## config.mk

```make
export PLATFORM = sky130hd
export DESIGN_NAME = hub75_scan
export DESIGN_NICKNAME = d
export VERILOG_FILES = /design/src/rtl/hub75_scan.sv
export SDC_FILE = /design/constraint.sdc
export NUM_CORES = 1
export LEC_CHECK = 0
export ABC_AREA = 0
export CORE_MARGIN = 1.5
export CORE_UTILIZATION = 55
export CTS_BUF_LIST = sky130_fd_sc_hd__clkbuf_4
export DETAILED_ROUTE_END_ITERATION = 8
export PLACE_DENSITY = 0.8
export SLEW_MARGIN = 20
export SYNTH_ARGS = -nofsm -noshare
export SYNTH_HDL_FRONTEND = slang
export SYNTH_SLANG_ARGS = --single-unit
```

## constraint.sdc

```tcl
create_clock -name clk -period 4.2 [get_ports clk]
set_clock_uncertainty 0.05 [all_clocks]
set_input_delay 0.63 -clock clk [delete_from_list [all_inputs] [get_ports clk]]
set_output_delay 0.63 -clock clk [all_outputs]
set_load 0.005 [all_outputs]
```

## src/rtl/hub75_scan.sv

```systemverilog
// Row-scan controller for a HUB75-style LED panel.
// Reads one row pair of 1-bit-per-colour pixels, shifts it out column by
// column, latches it, drives the row address and holds the row lit for a
// fixed on-time. display_en is active-high and feeds the external OE inverter.
//
// state   | meaning
// --------+------------------------------------------------------------
// IDLE    | waiting for enable; shift_row parked at 0
// SHIFT   | 2*COLS+2 cycles: read pixel, present on rgb, pulse panel_clk
// LATCH   | one-cycle latch strobe; row_addr picks up shift_row
// SETTLE  | one quiet cycle for the row drivers
// DISPLAY | ON_CYCLES cycles with display_en high, then next row or IDLE
module hub75_scan #(
    parameter int COLS      = 64,
    parameter int ROW_BITS  = 4,
    parameter int ON_CYCLES = 256,
    localparam int CW       = (COLS > 1) ? $clog2(COLS) : 1
) (
    input  logic                   clk,
    input  logic                   rst_n,
    input  logic                   enable,
    output logic                   rd_en,
    output logic [ROW_BITS+CW-1:0] rd_addr,
    input  logic [5:0]             rd_data,
    output logic [5:0]             rgb,
    output logic                   panel_clk,
    output logic                   latch,
    output logic [ROW_BITS-1:0]    row_addr,
    output logic                   display_en,
    output logic                   frame_done
);

    localparam int OW = $clog2(ON_CYCLES + 1);
    localparam logic [CW-1:0]       COL_LAST = CW'(COLS - 1);
    localparam logic [ROW_BITS-1:0] ROW_LAST = '1;
    localparam logic [OW-1:0]       ON_LOAD  = OW'(ON_CYCLES - 1);

    typedef enum logic [2:0] {
        IDLE,
        SHIFT,
        LATCH,
        SETTLE,
        DISPLAY
    } state_t;

    state_t state, state_next;

    // SHIFT position: k = 2*col + phase while tail = 0, k = 2*COLS + phase once tail = 1
    logic [CW-1:0]       col;
    logic                phase;
    logic                tail;
    logic [OW-1:0]       on_cnt;
    logic [ROW_BITS-1:0] shift_row;

    logic on_last;
    assign on_last = (on_cnt == '0);

    assign rd_addr = {shift_row, col};

    // State register
    always_ff @(posedge clk or negedge rst_n) begin
        if (!rst_n) begin
            state <= IDLE;
        end else begin
            state <= state_next;
        end
    end

    // Next-state and decoded strobes
    always_comb begin
        state_next = state;
        rd_en      = 1'b0;
        panel_clk  = 1'b0;
        latch      = 1'b0;
        display_en = 1'b0;
        frame_done = 1'b0;
        case (state)
            IDLE: begin
                if (enable) begin
                    state_next = SHIFT;
                end
            end
            SHIFT: begin
                rd_en = !phase && !tail;
                // first edge comes one pair after column 0 lands on rgb
                panel_clk = phase && (tail || (col != '0));
                if (phase && tail) begin
                    state_next = LATCH;
                end
            end
            LATCH: begin
                latch      = 1'b1;
                state_next = SETTLE;
            end
            SETTLE: begin
                state_next = DISPLAY;
            end
            DISPLAY: begin
                display_en = 1'b1;
                if (on_last) begin
                    frame_done = (shift_row == ROW_LAST);
                    state_next = enable ? SHIFT : IDLE;
                end
            end
            default: begin
                state_next = IDLE;
            end
        endcase
    end

    // Column walk, pixel capture, row latch, on-time down-counter and row advance
    always_ff @(posedge clk or negedge rst_n) begin
        if (!rst_n) begin
            col       <= '0;
            phase     <= 1'b0;
            tail      <= 1'b0;
            on_cnt    <= '0;
            shift_row <= '0;
            rgb       <= '0;
            row_addr  <= '0;
        end else begin
            if (state == SHIFT) begin
                phase <= ~phase;
                if (phase) begin
                    if (tail) begin
                        tail     <= 1'b0;
                        col      <= '0;
                        row_addr <= shift_row;
                    end else begin
                        rgb <= rd_data;
                        if (col == COL_LAST) begin
                            tail <= 1'b1;
                        end else begin
                            col <= col + 1'b1;
                        end
                    end
                end
            end
            if (state == SETTLE) begin
                on_cnt <= ON_LOAD;
            end else if (state == DISPLAY && !on_last) begin
                on_cnt <= on_cnt - 1'b1;
            end
            if (state == DISPLAY && on_last) begin
                shift_row <= enable ? shift_row + 1'b1 : '0;
            end
        end
    end

endmodule

```

Word-level counts from Yosys, hierarchy flattened --
Index checks and enable logic that the tools add are counted.
Cells by class: bitwise operators 2, eq/ne operators 10, add/sub/neg operators 3, reduce and logical (&&, ||, !) cells 18, mux-type cells 18
Operators with widths (number):
- $mux 9 | 2
- $pmux 3 s5 | 1
- $mux 6 | 2
- $reduce_and 3->1 | 4
- $logic_not 9->1 | 1
- $mux 1 | 9
- $mux 3 | 3
- $sub 9x1->9 const B | 1
- $ne 2x2->1 const B | 4
- $add 6x1->6 const B | 1
- $eq 3x2->1 const B | 2
- $eq 6x6->1 const B | 1
- $reduce_bool 6->1 | 1
- $logic_and 1x1->1 | 5
- $add 4x1->4 const B | 1
- $eq 4x4->1 const B | 1
- $mux 4 | 1
- $eq 3x1->1 const B | 1
- $eq 3x3->1 const B | 1
- $logic_not 1->1 | 3
- $logic_not 3->1 | 1
- $not 1->1 | 2
- $reduce_and 2->1 | 1
- $reduce_bool 2->1 | 1
- $logic_or 1x1->1 | 1
Storage, ports and cells: flip-flop bits (word level) 34, input bits 9, logic and storage cells 59

Logic depth before layout (Yosys ltp) --
depth after elaboration 5, gate-level depth with buffers 7, mapped depth without buffers 6

Worst setup path after synthesis --
No wires, ideal clock.
kind reg-to-output, from register on_cnt[0], to output frame_done, buffers on the path 0, required time 3520 ps, cell stages (with the launch flop) 6, slack 2289 ps, arrival 1231 ps, cells stage by stage dfrtp_1 -> inv_1 -> ha_1 -> nor2b_1 -> nand4_4 -> nor2_1
Between the ends: word-level cells in the longest chain between the ends 3
Ends and longest elaborated chain:
- start: declaration | line 52 | logic [OW-1:0] on_cnt;
- start signal: assignment | line 142 | on_cnt <= on_cnt - 1'b1;
- $logic_not 9->1 | line 56 | assign on_last = (on_cnt == '0);
- $mux 1 | line 100 | if (on_last) begin
- $mux 1 | line 77 | case (state)
- end: declaration | line 30 | output logic frame_done
Every way passes these cells.

Final worst setup path --
Same ends and word-level chain as after synthesis.

==> results.yml <==
sta:
  rsz0062_at_grt: "no"
  setup-tns-final_ns: 0
  setup_violations: 0
  fin_crit_ns: 2.88
  tightest_slew_ns: 0.694
  finalHoldViolCount: 0
  max_freq_ghz: 0.347
  finalCritPeriodShare_pct: 68.7
  slew-limit-headroom_pct: 53.3
  worst_hold_slack_ns: 0.461
  slew_viol_final: 0
placement:
  place.gp.congestion: 0.886
  dp_hpwl_mm: 2.41
  numPortBuffers: 33
final_layout:
  final_cell_mix: "dfrtp_1, clkdlybuf4s50_1, nand2_1"
  regArea_um2: 851
  diodes: 0
  drive_above_1_share_pct: 12.2
  fill_cells: 209
  final_common_cell: "dfrtp_1"
  multi_input_area_um2: 800
  nets: 210
  synthToLayoutAreaGrowth_pct: 23.8
critical_path:
  r2r_end: "on_cnt[6]$_DFFE_PN0P_"
  required_ns: 3.52
  worstSetupEndpointType: "primary output"
  startpoint: "on_cnt[0]$_DFFE_PN0P_"
  critPathCapture: "frame_done"
  critPathKind: "reg2out"
  arrival_ns: 2.20
  rrSetupSlack_ns: 2.23
  path_max_fanout: 9
  start_kind: "flip-flop"
  r2r_cells: 6
  reg2reg_from: "on_cnt[0]$_DFFE_PN0P_"
global_routing:
  use_met2_pct: 33.1
  grt_pass1_wl_mm: 5.29
  grt_max_degree: 35
  grt_pass1_vias: 1227
  top_usage_layer: "met2"
  antenna_found_initial: 0
  met1_usage_pct: 26.0
  grt.overflow.total: 0
  use_met3_pct: 4.84
  grt.total_usage_pct: 19.9
die:
  io_pins: 34
  fp.dieW_um: 58.6
  dieArea_mm2: 0.00343
  core_area_mm2: 0.00285
  die_y_um: 58.6
  initial_core_util_pct: 59.6
  fp-row-count: 19
synthesis:
  synth_edf_count: 0
  ys_seq_elements: 34
  synth.area.top_cells: "dfrtp_1, mux2_2, nand2_1, ha_1, xor2_1"
  synth_area_per_cell_um2: 10.6
  yosysSeqAreaShare_pct: 50.0
  netlist.top_cell.by_area: "dfrtp_1"
  synth_area_mm2: 0.00170
  synth.top_cell.area_share_pct: 50.0
  synthCells: 160
  async_flop_share_pct: 100
  yosys_warnings: 0
  synth_fp_nets: 173
  synth_top_flop_cell: "dfrtp_1"
  synth_cell_types: 41
clock_network:
  cts_buffers: 5
  clkTransAtPathRegs_ns: 0.09
  clk_path_buf_depth: 2
  hold_buffers: 0
  h-tree-depth: 2
  cts_resized: 0
  cts_sinks: 34
  tritoncts: "done"
  ctsRootBufferMaster: "clkbuf_4"
  post_cts_buffers: 0
  clock_latency_ns: 0.31
job:
  cap_violations: 0
pwr:
  ir_drop_v: 0.000396
  p_leak_uw: 0.000931
  power_uw: 975
  power.density_mw_per_mm2: 463
routing:
  drt-pass1-iter-count: 4
  routed_via_density: 5.80
  drt-total-wl_mm: 3.24
  ant_nets: 0
  vias: 1323
  drt-initial-drc-count: 92
  drc: 0
  avgRoutedWirePerCell_um: 14.2
status:
  status: "complete, no violations"
hold_path:
  hold_class: "reg2reg"
[per-layer routing]
layer | part of all wire (%) | vias to the layer above
li1 | - | 647
met1 | 44 | 618
met2 | 48 | 56
met3 | 7.0 | 2
met4 | 0.49 | 0
met5 | 0 | -
[synthesized netlist by cell type, types with 4 or more instances]
master,instances
dfrtp_1,34
mux2_2,10
nand2b_1,5
ha_1,4
nor2_1,9
o21ai_0,5
nand3_1,6
nand2_1,23
xor2_1,5
inv_1,7
a21oi_1,7
[final cells by class]
type,instances,share of cell area [%]
flip-flops and latches,34,40.4
multi-input cells,115,38.0
repair buffers,34,16.0
clock buffers,7,2.50
well taps,31,1.84
inverters,7,1.25
[worst min path at each step]
stage / end / cells past startpoint / startpoint
floorplan: col[0]$_DFFE_PN0P_ / 0 / rst_n
global placement: row_addr[3]$_DFFE_PN0P_ / 1 / row_addr[3]$_DFFE_PN0P_
detailed placement: rgb[4]$_DFFE_PN0P_ / 1 / rgb[4]$_DFFE_PN0P_
CTS: rgb[5]$_DFFE_PN0P_ / 1 / rgb[5]$_DFFE_PN0P_
global route: rgb[5]$_DFFE_PN0P_ / 1 / rgb[5]$_DFFE_PN0P_
finish: rgb[5]$_DFFE_PN0P_ / 1 / rgb[5]$_DFFE_PN0P_
[kinds of logic (layout without fill, tap and decap cells)]
group	count (synthesis)	in the layout	share of synthesized area, %
mux	10	10	6.62
fa+ha+maj	4	4	2.94
compound gates	27	27	10.7
flops	34	34	50.0
simple gates	66	66	22.7
xor+xnor	8	8	4.12
buf+inv	11	48	2.94
[flip-flops by register name, summed over array words and instances, names as in the netlist]
name / cells
on_cnt: 9
col: 6
rgb: 6
row_addr: 4
shift_row: 4
state: 3
phase: 1
tail: 1
[per-stage QoR]
step / util [%] / cells / instance area [um^2] / setup WS, ns
CTS: 73.8 / 228 / 2110 / 1.27
floorplan: - / 160 / 1700 / 2.29
global route: 73.8 / 228 / 2110 / 1.12
finish: 73.8 / 228 / 2110 / 1.32
detailed placement: 72.0 / 221 / 2050 / 1.63
global placement: 72.0 / 221 / 2050 / 1.73
[where the power goes]
group | internal [uW] | switching [uW]
Sequential | 394 | 71.7
Clock | 76.0 | 92.1
Combinational | 207 | 135
Total | 676 | 299
[worst max-delay path, cell delays in order, from the launching register on]
cell             delay [ns]
dfrtp_1                0.38
inv_1                  0.09
ha_1                   0.18
nor2b_1                0.33
nand4_4                0.21
nor2_1                 0.18
clkdlybuf4s50_1        0.52
Power figures use the tool's default switching activity.
